**config.mk**
```make
export PLATFORM = sky130hd
export DESIGN_NAME = ps2_host_tx
export DESIGN_NICKNAME = d
export VERILOG_FILES = /design/src/rtl/ps2_pkg.sv /design/src/rtl/ps2_frame_rx.sv /design/src/rtl/ps2_host_tx.sv
export SDC_FILE = /design/constraint.sdc
export NUM_CORES = 1
export LEC_CHECK = 0
export ABC_AREA = 1
export BUFFER_PORTS_ARGS = -buffer_cell sky130_fd_sc_hd__buf_2
export CAP_MARGIN = 10
export CORE_UTILIZATION = 40
export CTS_BUF_LIST = sky130_fd_sc_hd__clkbuf_8
export DETAILED_ROUTE_END_ITERATION = 8
export REMOVE_ABC_BUFFERS = 1
export SYNTH_ARGS = -nofsm -noshare
export SYNTH_HDL_FRONTEND = slang
export SYNTH_HIERARCHICAL = 1
export SYNTH_SLANG_ARGS = --single-unit
```
**constraint.sdc**
```tcl
create_clock -name Mouse_Clk -period 2.6 [get_ports Mouse_Clk]
set_input_delay 0.39 -clock Mouse_Clk [delete_from_list [all_inputs] [get_ports Mouse_Clk]]
set_output_delay 0.39 -clock Mouse_Clk [all_outputs]
set_load 0.1 [all_outputs]
```
**src/rtl/ps2_pkg.sv**
```systemverilog
// Shared PS/2 definitions: transaction state encoding, protocol constants and
// a saturating bit-counter helper used by the host transmitter and deserialiser.
package ps2_pkg;

  typedef enum logic [3:0] {
    IDLE,
    TX_DATA,
    TX_PARITY,
    TX_STOP,
    TX_ACK,
    RX_START,
    RX_DATA,
    RX_PARITY,
    RX_STOP
  } ps2_state_e;

  localparam logic [7:0] PS2_CMD_RESET  = 8'hFF;
  localparam logic [7:0] PS2_CMD_ENABLE = 8'hF4;
  localparam logic [7:0] PS2_RESP_ACK   = 8'hFA;
  localparam int         PS2_FRAME_BITS = 11;

  // Counter holds at its maximum so a runaway clock cannot wrap it inside a frame.
  function automatic logic [3:0] sat_inc(input logic [3:0] value);
    return (value == 4'hF) ? value : value + 4'd1;
  endfunction

endpackage

```
**src/rtl/ps2_frame_rx.sv**
```systemverilog
// Device-to-host frame deserialiser: the owning FSM supplies the frame phase each
// falling edge; this block checks start/parity/stop and shifts the payload LSB first.
module ps2_frame_rx
  import ps2_pkg::*;
#(
  parameter int DATA_BITS = 8
) (
  input  logic                 Mouse_Clk,
  input  logic                 reset,
  input  logic                 Mouse_Data,
  input  ps2_state_e           phase,
  output logic [DATA_BITS-1:0] frame_byte,
  output logic                 frame_err,
  output logic                 frame_err_next
);

  // NOTE: sequential state uses non-blocking assignments only, so every register
  // samples the pre-edge values of its neighbours regardless of statement order.
  always_ff @(negedge Mouse_Clk or posedge reset) begin
    if (reset) begin
      frame_byte <= '0;
      frame_err  <= 1'b0;
    end else begin
      case (phase)
        RX_START: begin
          frame_byte <= '0;
          frame_err  <= Mouse_Data;
        end
        RX_DATA:   frame_byte <= {Mouse_Data, frame_byte[DATA_BITS-1:1]};
        RX_PARITY: if (~^{frame_byte, Mouse_Data}) frame_err <= 1'b1;
        RX_STOP:   if (!Mouse_Data) frame_err <= 1'b1;
        default:   ;
      endcase
    end
  end

  // Stop-bit verdict folded in combinationally so the owner can publish on the stop edge.
  assign frame_err_next = frame_err | ((phase == RX_STOP) & ~Mouse_Data);

endmodule

```
**src/rtl/ps2_host_tx.sv**
```systemverilog
// Host-to-device PS/2 command transmitter clocked by the mouse clock line:
// start bit, LSB-first payload, odd parity, stop, ACK check and one-byte reply capture.
module ps2_host_tx
  import ps2_pkg::*;
#(
  parameter int                   DATA_BITS       = 8,
  parameter bit                   EXPECT_RESPONSE = 1'b1,
  parameter logic [DATA_BITS-1:0] RESP_ACK_CODE   = 8'hFA
) (
  input  logic                 Mouse_Clk,
  input  logic                 reset,
  input  logic                 Mouse_Data,
  input  logic                 cmd_valid,
  input  logic [DATA_BITS-1:0] cmd_byte,
  output logic                 data_pull_low,
  output logic                 busy,
  output logic                 tx_done,
  output logic                 ack_ok,
  output logic                 resp_valid,
  output logic [DATA_BITS-1:0] resp_byte,
  output logic                 resp_err,
  output logic                 resp_is_ack
);

  localparam logic [3:0] LAST_BIT = 4'(DATA_BITS - 1);

  ps2_state_e           state_q, state_d;
  logic [3:0]           bit_cnt_q, bit_cnt_d;
  logic [DATA_BITS-1:0] tx_shift_q, tx_shift_d;
  logic                 tx_parity_q, tx_parity_d;
  logic                 cmd_valid_q;

  logic                 pull_d, busy_d, tx_done_d, ack_ok_d;
  logic                 resp_valid_d, resp_err_d, resp_is_ack_d;
  logic [DATA_BITS-1:0] resp_byte_d;

  logic [DATA_BITS-1:0] rx_byte;
  logic                 rx_err;
  logic                 rx_err_next;

  ps2_frame_rx #(
    .DATA_BITS(DATA_BITS)
  ) u_frame_rx (
    .Mouse_Clk     (Mouse_Clk),
    .reset         (reset),
    .Mouse_Data    (Mouse_Data),
    .phase         (state_q),
    .frame_byte    (rx_byte),
    .frame_err     (rx_err),
    .frame_err_next(rx_err_next)
  );

  // NOTE: every signal assigned here gets a default first, so no path can leave
  // one unassigned and infer a latch.
  always_comb begin
    state_d       = state_q;
    bit_cnt_d     = bit_cnt_q;
    tx_shift_d    = tx_shift_q;
    tx_parity_d   = tx_parity_q;
    pull_d        = 1'b0;
    busy_d        = busy;
    tx_done_d     = tx_done;
    ack_ok_d      = ack_ok;
    resp_valid_d  = resp_valid;
    resp_byte_d   = resp_byte;
    resp_err_d    = resp_err;
    resp_is_ack_d = resp_is_ack;

    case (state_q)
      IDLE: begin
        // Rising request level only; streaming edges and a held request are ignored.
        if (cmd_valid && !cmd_valid_q) begin
          tx_shift_d    = cmd_byte;
          tx_parity_d   = ~^cmd_byte;
          bit_cnt_d     = 4'd0;
          tx_done_d     = 1'b0;
          ack_ok_d      = 1'b0;
          resp_valid_d  = 1'b0;
          resp_err_d    = 1'b0;
          resp_is_ack_d = 1'b0;
          busy_d        = 1'b1;
          pull_d        = 1'b1;
          state_d       = TX_DATA;
        end
      end
      TX_DATA: begin
        pull_d     = ~tx_shift_q[0];
        tx_shift_d = tx_shift_q >> 1;
        if (bit_cnt_q == LAST_BIT) begin
          bit_cnt_d = 4'd0;
          state_d   = TX_PARITY;
        end else begin
          bit_cnt_d = sat_inc(bit_cnt_q);
        end
      end
      TX_PARITY: begin
        pull_d  = ~tx_parity_q;
        state_d = TX_STOP;
      end
      TX_STOP: state_d = TX_ACK;
      TX_ACK: begin
        ack_ok_d  = ~Mouse_Data;
        tx_done_d = 1'b1;
        if (!Mouse_Data && EXPECT_RESPONSE) begin
          state_d = RX_START;
        end else begin
          busy_d  = 1'b0;
          state_d = IDLE;
        end
      end
      RX_START: begin
        bit_cnt_d = 4'd0;
        state_d   = RX_DATA;
      end
      RX_DATA: begin
        if (bit_cnt_q == LAST_BIT) begin
          bit_cnt_d = 4'd0;
          state_d   = RX_PARITY;
        end else begin
          bit_cnt_d = sat_inc(bit_cnt_q);
        end
      end
      RX_PARITY: state_d = RX_STOP;
      RX_STOP: begin
        resp_byte_d   = rx_byte;
        resp_valid_d  = 1'b1;
        resp_err_d    = rx_err_next;
        resp_is_ack_d = (rx_byte == RESP_ACK_CODE) && !rx_err_next;
        busy_d        = 1'b0;
        state_d       = IDLE;
      end
      default: begin
        busy_d  = 1'b0;
        state_d = IDLE;
      end
    endcase
  end

  always_ff @(negedge Mouse_Clk or posedge reset) begin
    if (reset) begin
      state_q       <= IDLE;
      bit_cnt_q     <= 4'd0;
      tx_shift_q    <= '0;
      tx_parity_q   <= 1'b0;
      cmd_valid_q   <= 1'b0;
      data_pull_low <= 1'b0;
      busy          <= 1'b0;
      tx_done       <= 1'b0;
      ack_ok        <= 1'b0;
      resp_valid    <= 1'b0;
      resp_byte     <= '0;
      resp_err      <= 1'b0;
      resp_is_ack   <= 1'b0;
    end else begin
      state_q       <= state_d;
      bit_cnt_q     <= bit_cnt_d;
      tx_shift_q    <= tx_shift_d;
      tx_parity_q   <= tx_parity_d;
      cmd_valid_q   <= cmd_valid;
      data_pull_low <= pull_d;
      busy          <= busy_d;
      tx_done       <= tx_done_d;
      ack_ok        <= ack_ok_d;
      resp_valid    <= resp_valid_d;
      resp_byte     <= resp_byte_d;
      resp_err      <= resp_err_d;
      resp_is_ack   <= resp_is_ack_d;
    end
  end

endmodule

```
# Word-level counts from Yosys, hierarchy flattened
# Index checks and enable logic that the tools add are counted.
op_classes:
  n_addsub: 1
  n_eq_ne: 18
  mux: 26
  bitwise_logic: 6
  n_reduce_logical: 23
op_table:
  columns: ["cell", "count"]
  rows:
  - ["$pmux 4 s8", 1]
  - ["$pmux 8 s2", 2]
  - ["$mux 4", 6]
  - ["$eq 4x3->1 const B", 5]
  - ["$pmux 4 s3", 1]
  - ["$reduce_and 3->1", 4]
  - ["$ne 2x2->1 const B", 5]
  - ["$pmux 1 s2", 5]
  - ["$pmux 1 s3", 3]
  - ["$reduce_xnor 9->1", 1]
  - ["$eq 4x2->1 const B", 2]
  - ["$eq 4x4->1 const B", 2]
  - ["$eq 8x8->1 const B", 1]
  - ["$mux 8", 1]
  - ["$reduce_and 2->1", 4]
  - ["$reduce_bool 2->1", 4]
  - ["$reduce_xnor 8->1", 1]
  - ["$mux 1", 6]
  - ["$reduce_bool 3->1", 2]
  - ["$reduce_or 6->1", 1]
  - ["$add 4x1->4 const B", 1]
  - ["$eq 4x1->1 const B", 1]
  - ["$logic_not 4->1", 1]
  - ["$not 1->1", 4]
  - ["other kinds (8)", 10]
word_totals:
  ff_bits: 42
  inputBits: 12
  out_inout_bits: 15
  elab_cells: 89

# Logic depth before layout (Yosys ltp)
# Gate-level depths: netlist of run 1.
logic_depth:
  word_depth: 6
  depth_mapped: 11
  mapped_depth_nobuf: 11

# Cells and area by module
# Netlist of run 1, hierarchy kept.
by_module_without_submodules:
  columns: ["mod", "instances", "cells_each", "area_each_um2", "seq_area_each_um2"]
  rows:
  - ["ps2_host_tx", 1, 230, 1726.7, 825.8]
  - ["ps2_frame_rx", 1, 93, 616.8, 225.2]

==> results of run 1 <==
-- power by group --
part	switching, mW	total (mW)	internal [mW]
logic	1.13	1.74	0.608
clock network	0.236	0.524	0.288
registers	0.191	1.06	0.873
total	1.56	3.33	1.77
-- cells in the mapped netlist (all sizes together) --
library cell	count
nand3	19
nand3b	1
dfrtn	42
xnor2	2
o221ai	2
nand2	126
buf	4
or2	3
nor2	33
o211ai	6
inv	52
a31o	1
a21oi	2
nand4	3
o21ai	12
mux2	1
o22ai	10
ha	1
nor3	3
-- cells in the final DEF (no fill, tap or decap), drive strengths merged, types with 3 or more instances in the layout --
cell type  netlist  routed
nand2          126     126
nor2            33      33
buf              4      36
o21ai           12      12
clkbuf           0       5
o211ai           6       6
or2              3       3
nand3           19      19
dfrtn           42      42
nand4            3       3
inv             52      53
o22ai           10      10
nor3             3       3
-- final timing paths --
check | start | to | slack (ps) | depth (start not counted)
setup / recovery | resp_err | resp_err | -60 | 1
hold / removal | tx_parity_q | tx_parity_q | 440 | 2
setup reg to reg | state_q[1] | resp_err | 990 | 5
hold reg to reg | tx_parity_q | tx_parity_q | 440 | 2
max in group asynchronous | reset | u_frame_rx/frame_err | 1070 | 2
min in group asynchronous | reset | u_frame_rx/frame_byte[5] | 1230 | 2
-- per-stage QoR --
stage	instances	setup TNS, ps
after floorplan	319	-779
after global placement	425	-16.4
after detailed placement	425	-95.7
after CTS	435	-733
after global routing	435	-1020
final	435	-581
-- what timing repair did --
action	in CTS	in global routing
pin swaps	0	0
setup endpoints to repair	15	15
setup buffers	2	0
-- cell families (layout without fill, tap and decap cells) --
group,count (synthesis),count (layout),share of synthesized area
AO/OA/AOI/OAI,33,33,0.0870
XOR/XNOR,2,2,0.00748
adder cells (fa/ha/maj),1,1,0.00534
buffers and inverters,56,96,0.0972
flip-flops,42,42,0.448
multiplexers,1,1,0.00480
AND/OR/NAND/NOR,188,188,0.350
-- cell type report --
class | instances | area, sq um | area share
Sequential cell | 42 | 1050 | 0.354
Tap cell | 72 | 90.1 | 0.0303
Clock inverter | 3 | 43.8 | 0.0147
Multi-Input combinational cell | 225 | 1060 | 0.359
Timing Repair Buffer | 36 | 455 | 0.153
Clock buffer | 5 | 68.8 | 0.0232
Inverter | 52 | 195 | 0.0657
-- metal layers --
layer,share of wire,global-route usage,up-vias
met3,0.024,0.0279,7
met1,0.48,0.241,928
li1,-,-,1084
met2,0.48,0.301,30
met4,0.015,0.0574,0
met5,0,0,-
-- state kept, by name, summed over array words and instances, names as in the netlist --
name and count:
resp_byte 8, tx_shift_q 8, u_frame_rx/frame_byte 8, bit_cnt_q 4, state_q 4, ack_ok 1, busy 1, cmd_valid_q 1
data_pull_low 1, resp_err 1, resp_is_ack 1, resp_valid 1, tx_done 1, tx_parity_q 1, u_frame_rx/frame_err 1
==> flow_summary.ini, run 1 <==
[clock_tree]
cts.clk_slew.worst_paths_ps = 50
cts_hold_buffers = 0
cts_sinks = 42
h-tree-depth = 2
cts_tree = yes
cts_resized = 0
cts-root-buf = clkbuf_8
clk_latency_ps = 300
cts_buffer_depth = 2
numCtsBuffers = 5

[hold_path]
hold_class = register to register

[power_and_ir_drop]
p_leak_nw = 1.58
ir_drop_v = 0.000836
power_per_cell_area_nw_per_um2 = 1120
power.total_mw = 3.33

[die]
fp.dieArea_sq_um = 6170
die_y_um = 78.5
ioPinCount = 27
initial_utilization = 0.420
die_x_um = 78.5
rows = 27
core-area_sq_um = 5570

[timing]
timing.final.ws_setup_ps = -55.2
holdWs_ps = 436
slew_headroom = 0.655
hold_violations = 0
rsz0062_at_grt = true
tightest_slew_ps = 516
setup_viol = 15
fin_skew_ps = 7.93
finalMaxSlewViolations = 0

[global_routing]
grt_first_pass_wirelength_um = 8840
grt_start_max_net_pins = 34
overflow = 0
first_global_vias = 1984
track_usage = 0.181
antenna_found_initial = 0

[worst_setup_path]
timing.critical_path.buf_inv = 1
cpLargestDelayFamily = flip-flops
cp.arrival_ps = 2270
end_kind = output port
path_max_fanout = 2
worst_ep_required_time_ps = 2210
slowest_stage = dfrtn_1
start_kind = register
crit_path_cell_trace = buf_12
path_class = register to output port
max_stage_delay_ps = 470

[drt]
drt-pass1-iter-count = 4
wl_per_cell_um = 11.2
viasPerCell = 4.71
drt_wl_total_um = 4890
ant_nets = 0
vias = 2049
drcViolationCount = 0
drt-initial-drc-count = 99

[yosys]
yosysSeqAreaShare = 0.448
yosys-top-cells-area = dfrtn_1, nand2_1, inv_1
netlist-cell-type-count = 28
synth_top_area_frac = 0.448
yosysTopAreaCell = dfrtn_1
synth-seq-cells = 42
syn_inst = 323
syn_avg_cell_area_sq_um = 7.26
synth_area_sq_um = 2340
yosysWarnings = 6

[layout]
final_area_sq_um = 2970
fin_nets = 375
antennaDiodeCount = 0
final_core_util = 0.533
drive_above_1_share = 0.209
area_growth_pct = 26.7
fill_cells = 535

[placed_design]
port_buffers = 26
dp_hpwl_um = 3730
placed_cell_area_sq_um = 2840
gp_congestion = 0.860
dpl_worst_slack_ps = -85.6

[outcome]
status = finished, violations left
violations = negative setup slack

[flow_run]
cap_violations = 0
Power figures use the tool's default switching activity.
==> run 2, diff against run 1 <==
--- a/config.mk
+++ b/config.mk
@@ -8,6 +8,7 @@
 export ABC_AREA = 1
 export BUFFER_PORTS_ARGS = -buffer_cell sky130_fd_sc_hd__buf_2
 export CAP_MARGIN = 10
+export CORE_ASPECT_RATIO = 0.9
 export CORE_UTILIZATION = 40
 export CTS_BUF_LIST = sky130_fd_sc_hd__clkbuf_8
 export DETAILED_ROUTE_END_ITERATION = 8
==> constraint.sdc (replaced) <==
create_clock -name Mouse_Clk -period 3.5 [get_ports Mouse_Clk]
set_input_delay 0.525 -clock Mouse_Clk [delete_from_list [all_inputs] [get_ports Mouse_Clk]]
set_output_delay 0.525 -clock Mouse_Clk [all_outputs]
set_load 0.1 [all_outputs]
==> run 2 against run 1 <==
The flow now finishes without violations. Largest power group unchanged. Clock-buffer cell count unchanged. Highest routed layer unchanged. Sequential power down 28%. Via count fell by 1.5%. Critical path depth did not move. Clock skew hardly changed. Sequential share of layout area rose by 3.9 points. Total power shrank 30%.
==> flow_summary.ini, run 2 (synthesis gave the netlist of run 1 again) <==
[clock_tree]
cts_buffer_depth = 2
cts_hold_buffers = 0
cts-root-buf = clkbuf_8
clk_latency_ps = 300
post_cts.repair.setup_buffers = 0
cts_sinks = 42
cts_tree = yes
cts_resized = 0
cts.clk_slew.worst_paths_ps = 60
h-tree-depth = 2
numCtsBuffers = 5

[power_and_ir_drop]
ir_drop_v = 0.000543
power_per_cell_area_nw_per_um2 = 875
p_leak_nw = 1.49

[drt]
viasPerCell = 4.76
drt_wl_total_um = 4820
wl_per_cell_um = 11.4
ant_nets = 0
drcViolationCount = 0
drt-pass1-iter-count = 4
vias = 2018
drt-initial-drc-count = 63

[outcome]
status = finished clean

[placed_design]
gp_congestion = 0.786
port_buffers = 26
dp_hpwl_um = 3660

[worst_setup_path]
timing.critical_path.buf_inv = 1
path_max_fanout = 2
worst_ep_required_time_ps = 2970
end_kind = output port
cp.arrival_ps = 2910
crit_path_cell_trace = buf_2
path_class = register to output port
max_stage_delay_ps = 430
slowest_stage = dfrtn_1
cpLargestDelayFamily = flip-flops
start_kind = register

[layout]
mostFrequentLayoutCells = nand2_1, inv_1, dfrtn_1
area_growth_pct = 14.1
reg_top3 = resp_byte x8, tx_shift_q x8, u_frame_rx/frame_byte x8
final_common_cell = nand2_1
fin_nets = 366
fill_cells = 566
antennaDiodeCount = 0
drive_above_1_share = 0.189

[timing]
fin_skew_ps = 7.45
tightest_slew_ps = 556
holdWs_ps = 421
slew_headroom = 0.628
rsz0062_at_grt = false
hold_violations = 0
setup_tns_ps = 0
finalMaxSlewViolations = 0
setup_viol = 0

[die]
rows = 26
ioPinCount = 27
initial_utilization = 0.414
core-area_sq_um = 5660
die_x_um = 82.7
fp.dieArea_sq_um = 6170
die_y_um = 74.6

[global_routing]
grt_first_pass_wirelength_um = 8350
antenna_found_initial = 0
track_usage = 0.180
overflow = 0
first_global_vias = 1937
grt_start_max_net_pins = 34

[flow_run]
cap_violations = 0

[hold_path]
hold_class = register to register
==> run 2: changes by cell type in the layout (fill, tap and decap cells not counted) <==
cell	before	now
clkinv_2	1	0
buf_12	17	0
clkinv_4	0	1
buf_2	11	26
bufinv_16	1	2
inv_6	1	0
buf_4	8	1
==> run 2: worst paths after layout <==
check                      slack (ps)              endpoint  cells after the start    startpoint
setup / recovery                   60              resp_err                      1      resp_err
hold / removal                    420          resp_byte[5]                      2  resp_byte[5]
setup reg to reg                 1820          resp_byte[6]                      3    state_q[0]
hold reg to reg                   420          resp_byte[5]                      2  resp_byte[5]
max in group asynchronous        1200          bit_cnt_q[1]                      3         reset
min in group asynchronous        1830  u_frame_rx/frame_err                      2         reset
==> run 2: per-layer routing <==
metal	wire length [um]	GRT usage	part of all wire	vias up
met1	2310	0.214	0.48	918
met4	42	0.0517	0.0087	0
met2	2350	0.327	0.49	22
li1	-	-	-	1074
met3	123	0.0364	0.026	4
met5	0	0	0	-
==> run 2: final cells by class <==
cell class | count | area [sq um] | area share
multi-input cells | 225 | 1060 | 0.398
flip-flops and latches | 42 | 1050 | 0.393
inverters | 52 | 195 | 0.0730
repair buffers | 27 | 138 | 0.0515
well taps | 70 | 87.6 | 0.0328
clock buffers | 5 | 68.8 | 0.0257
clock inverters | 3 | 68.8 | 0.0257
==> run 2: metrics by stage <==
step                power [mW]  utilization  instances  setup slack, ps  area, sq um
floorplan                 1.67            -        319              262         2310
global placement          1.88        0.448        416              261         2540
detailed placement        1.90        0.448        416              227         2540
CTS                       2.37        0.472        424             44.9         2670
global route              2.52        0.472        424             26.5         2670
finish                    2.34        0.472        424             62.3         2670
==> run 2: power by group <==
part           internal [mW]  switching [mW]
registers              0.648           0.115
logic                  0.285           0.828
clock network          0.286           0.177
==> run 3, diff against run 2 <==
--- a/config.mk
+++ b/config.mk
@@ -5,11 +5,10 @@
 export SDC_FILE = /design/constraint.sdc
 export NUM_CORES = 1
 export LEC_CHECK = 0
-export ABC_AREA = 1
 export BUFFER_PORTS_ARGS = -buffer_cell sky130_fd_sc_hd__buf_2
 export CAP_MARGIN = 10
 export CORE_ASPECT_RATIO = 0.9
-export CORE_UTILIZATION = 40
+export CORE_UTILIZATION = 38
 export CTS_BUF_LIST = sky130_fd_sc_hd__clkbuf_8
 export DETAILED_ROUTE_END_ITERATION = 8
 export REMOVE_ABC_BUFFERS = 1
==> constraint.sdc (replaced) <==
create_clock -name Mouse_Clk -period 3.5 [get_ports Mouse_Clk]
set_input_delay 0.35 -clock Mouse_Clk [delete_from_list [all_inputs] [get_ports Mouse_Clk]]
set_output_delay 0.35 -clock Mouse_Clk [all_outputs]
set_load 0.1 [all_outputs]
==> run 3 against run 2 <==
Synthesized cell count is 33% lower. Clock-buffer cell count stayed put. Die area down 0.51%. Worst hold slack improved by 5.4 ps. Global-route usage is 0.82 points lower. Register-to-register slack got worse by 480 ps. Largest power group is now registers.
==> flow_summary.ini, run 3 <==
[yosys]
synth_edf_count = 0
syn_inst = 216
yosysSeqAreaShare = 0.475
yosysTopAreaCell = dfrtn_1
synth_area_sq_um = 2210
async_flop_share = 1.00
netlist-cell-type-count = 42
yosysMostFrequentCell = dfrtn_1
yosysWarnings = 6
synthFlopType = dfrtn_1
synth-seq-cells = 42
synth_top_area_frac = 0.475
yosys-top-cells-area = dfrtn_1, nand2_1, mux2i_1
syn_avg_cell_area_sq_um = 10.3
yosys-top-cells-count = dfrtn_1, nand2_1, o21ai_0

[layout]
mostFrequentLayoutCells = dfrtn_1, nand2_1, buf_2
antennaDiodeCount = 0
final_common_cell = dfrtn_1
final_area_sq_um = 2510
final_core_util = 0.462
area_growth_pct = 13.4
drive_above_1_share = 0.207
fin_nets = 254
reg_top3 = resp_byte x8, tx_shift_q x8, u_frame_rx/frame_byte x8

[global_routing]
first_global_vias = 1569
track_usage = 0.171
grt_first_pass_wirelength_um = 7780
antenna_found_initial = 0
grt_start_max_net_pins = 34
overflow = 0

[worst_setup_path]
max_stage_delay_ps = 460
timing.critical_path.buf_inv = 1
start_kind = register
worst_ep_required_time_ps = 3150
crit_path_cell_trace = buf_2
cp.arrival_ps = 2960
r2r_cells = 3
end_kind = output port
worst-r2r-setup-slack_ps = 1340
r2r_start = state_q[2]
r2r_end = u_frame_rx/frame_byte[4]
cpLargestDelayFamily = flip-flops
slowest_stage = dfrtn_1
path_max_fanout = 2
cp.depth = 1
path_class = register to output port

[drt]
drt-pass1-iter-count = 4
ant_nets = 0
wl_per_cell_um = 14.7
drt_wl_total_um = 4550
viasPerCell = 5.27
vias = 1629
drt-initial-drc-count = 84
drcViolationCount = 0

[power_and_ir_drop]
power.total_mw = 1.67
p_leak_nw = 1.20
ir_drop_v = 0.000353
power_per_cell_area_nw_per_um2 = 665

[timing]
setup_viol = 0
slew_headroom = 0.441
finalMaxSlewViolations = 0
rsz0062_at_grt = false
tightest_slew_ps = 834
setup_tns_ps = 0
fin_skew_ps = 3.67
hold_violations = 0

[flow_run]
cap_violations = 0

[hold_path]
min-delay-start = tx_shift_q[3]
holdPathStages = 2
worstHoldEndpoint = tx_shift_q[2]
hold_class = register to register

[placed_design]
port_buffers = 26
gp_congestion = 0.755
placed_cell_area_sq_um = 2410
dp_hpwl_um = 2990

[die]
core-area_sq_um = 5440
die_x_um = 82.5
ioPinCount = 27
fp.dieArea_sq_um = 6140
die_y_um = 74.4
initial_utilization = 0.407
rows = 25

[clock_tree]
cts_sinks = 42
cts.clk_slew.worst_paths_ps = 50
cts_resized = 0
cts_hold_buffers = 0
cts_buffer_depth = 2
numCtsBuffers = 5
cts-root-buf = clkbuf_8
post_cts.repair.setup_buffers = 0
h-tree-depth = 2
clk_latency_ps = 300
cts_tree = yes

[outcome]
status = finished clean
run 3: changes by cell type after synthesis, sizes merged, moves of 10 or more:
cell,change
a22o,+11
xnor2,+10
nand3,-15
nand2,-95
nor2,-21
inv,-47
mux2i,+10
run 3: worst max-delay path by stage:
stage | startpoint | to | slack, ps
6_report | resp_is_ack | resp_is_ack | 190
3_3_place_gp | Mouse_Data | resp_is_ack | 110
2_1_floorplan | Mouse_Data | resp_is_ack | 290
4_1_cts | resp_is_ack | resp_is_ack | 200
5_1_grt | resp_is_ack | resp_is_ack | 190
3_5_place_dp | Mouse_Data | resp_is_ack | 40
run 3: logic make-up after synthesis:
logic type | Yosys count | synth area share
flops | 42 | 0.475
buf+inv | 17 | 0.0379
mux | 18 | 0.0859
simple gates | 68 | 0.156
fa+ha+maj | 1 | 0.00565
xor+xnor | 15 | 0.0723
compound gates | 55 | 0.168
run 3: through the flow:
step / worst slack [ps] / instances / hold WS, ps
floorplan: 292 / 204 / 410
global placement: 107 / 301 / 421
detailed placement: 44.3 / 301 / 428
CTS: 202 / 309 / 432
global route: 186 / 309 / 449
finish: 193 / 309 / 426
run 3: report_power, final:
part	switching [mW]	internal, mW
registers	0.114	0.594
logic	0.383	0.203
clock network	0.168	0.208
total	0.665	1.00
run 3: area by class of cell:
type                            instances  area (sq um)
Sequential cell                        42          1050
Timing Repair Buffer                   30           173
Inverter                                5          18.8
Tap cell                               67          83.8
Multi-Input combinational cell        157          1080
Clock inverter                          3          37.5
Fill cell                             537          2930
Clock buffer                            5          68.8
run 3: per-layer routing:
layer / part of all wire / wire length [um] / track usage
met1: 0.53 / 2400 / 0.258
met2: 0.43 / 1950 / 0.238
met3: 0.032 / 144 / 0.0417
met4: 0.012 / 56 / 0.0585
met5: 0 / 0 / 0
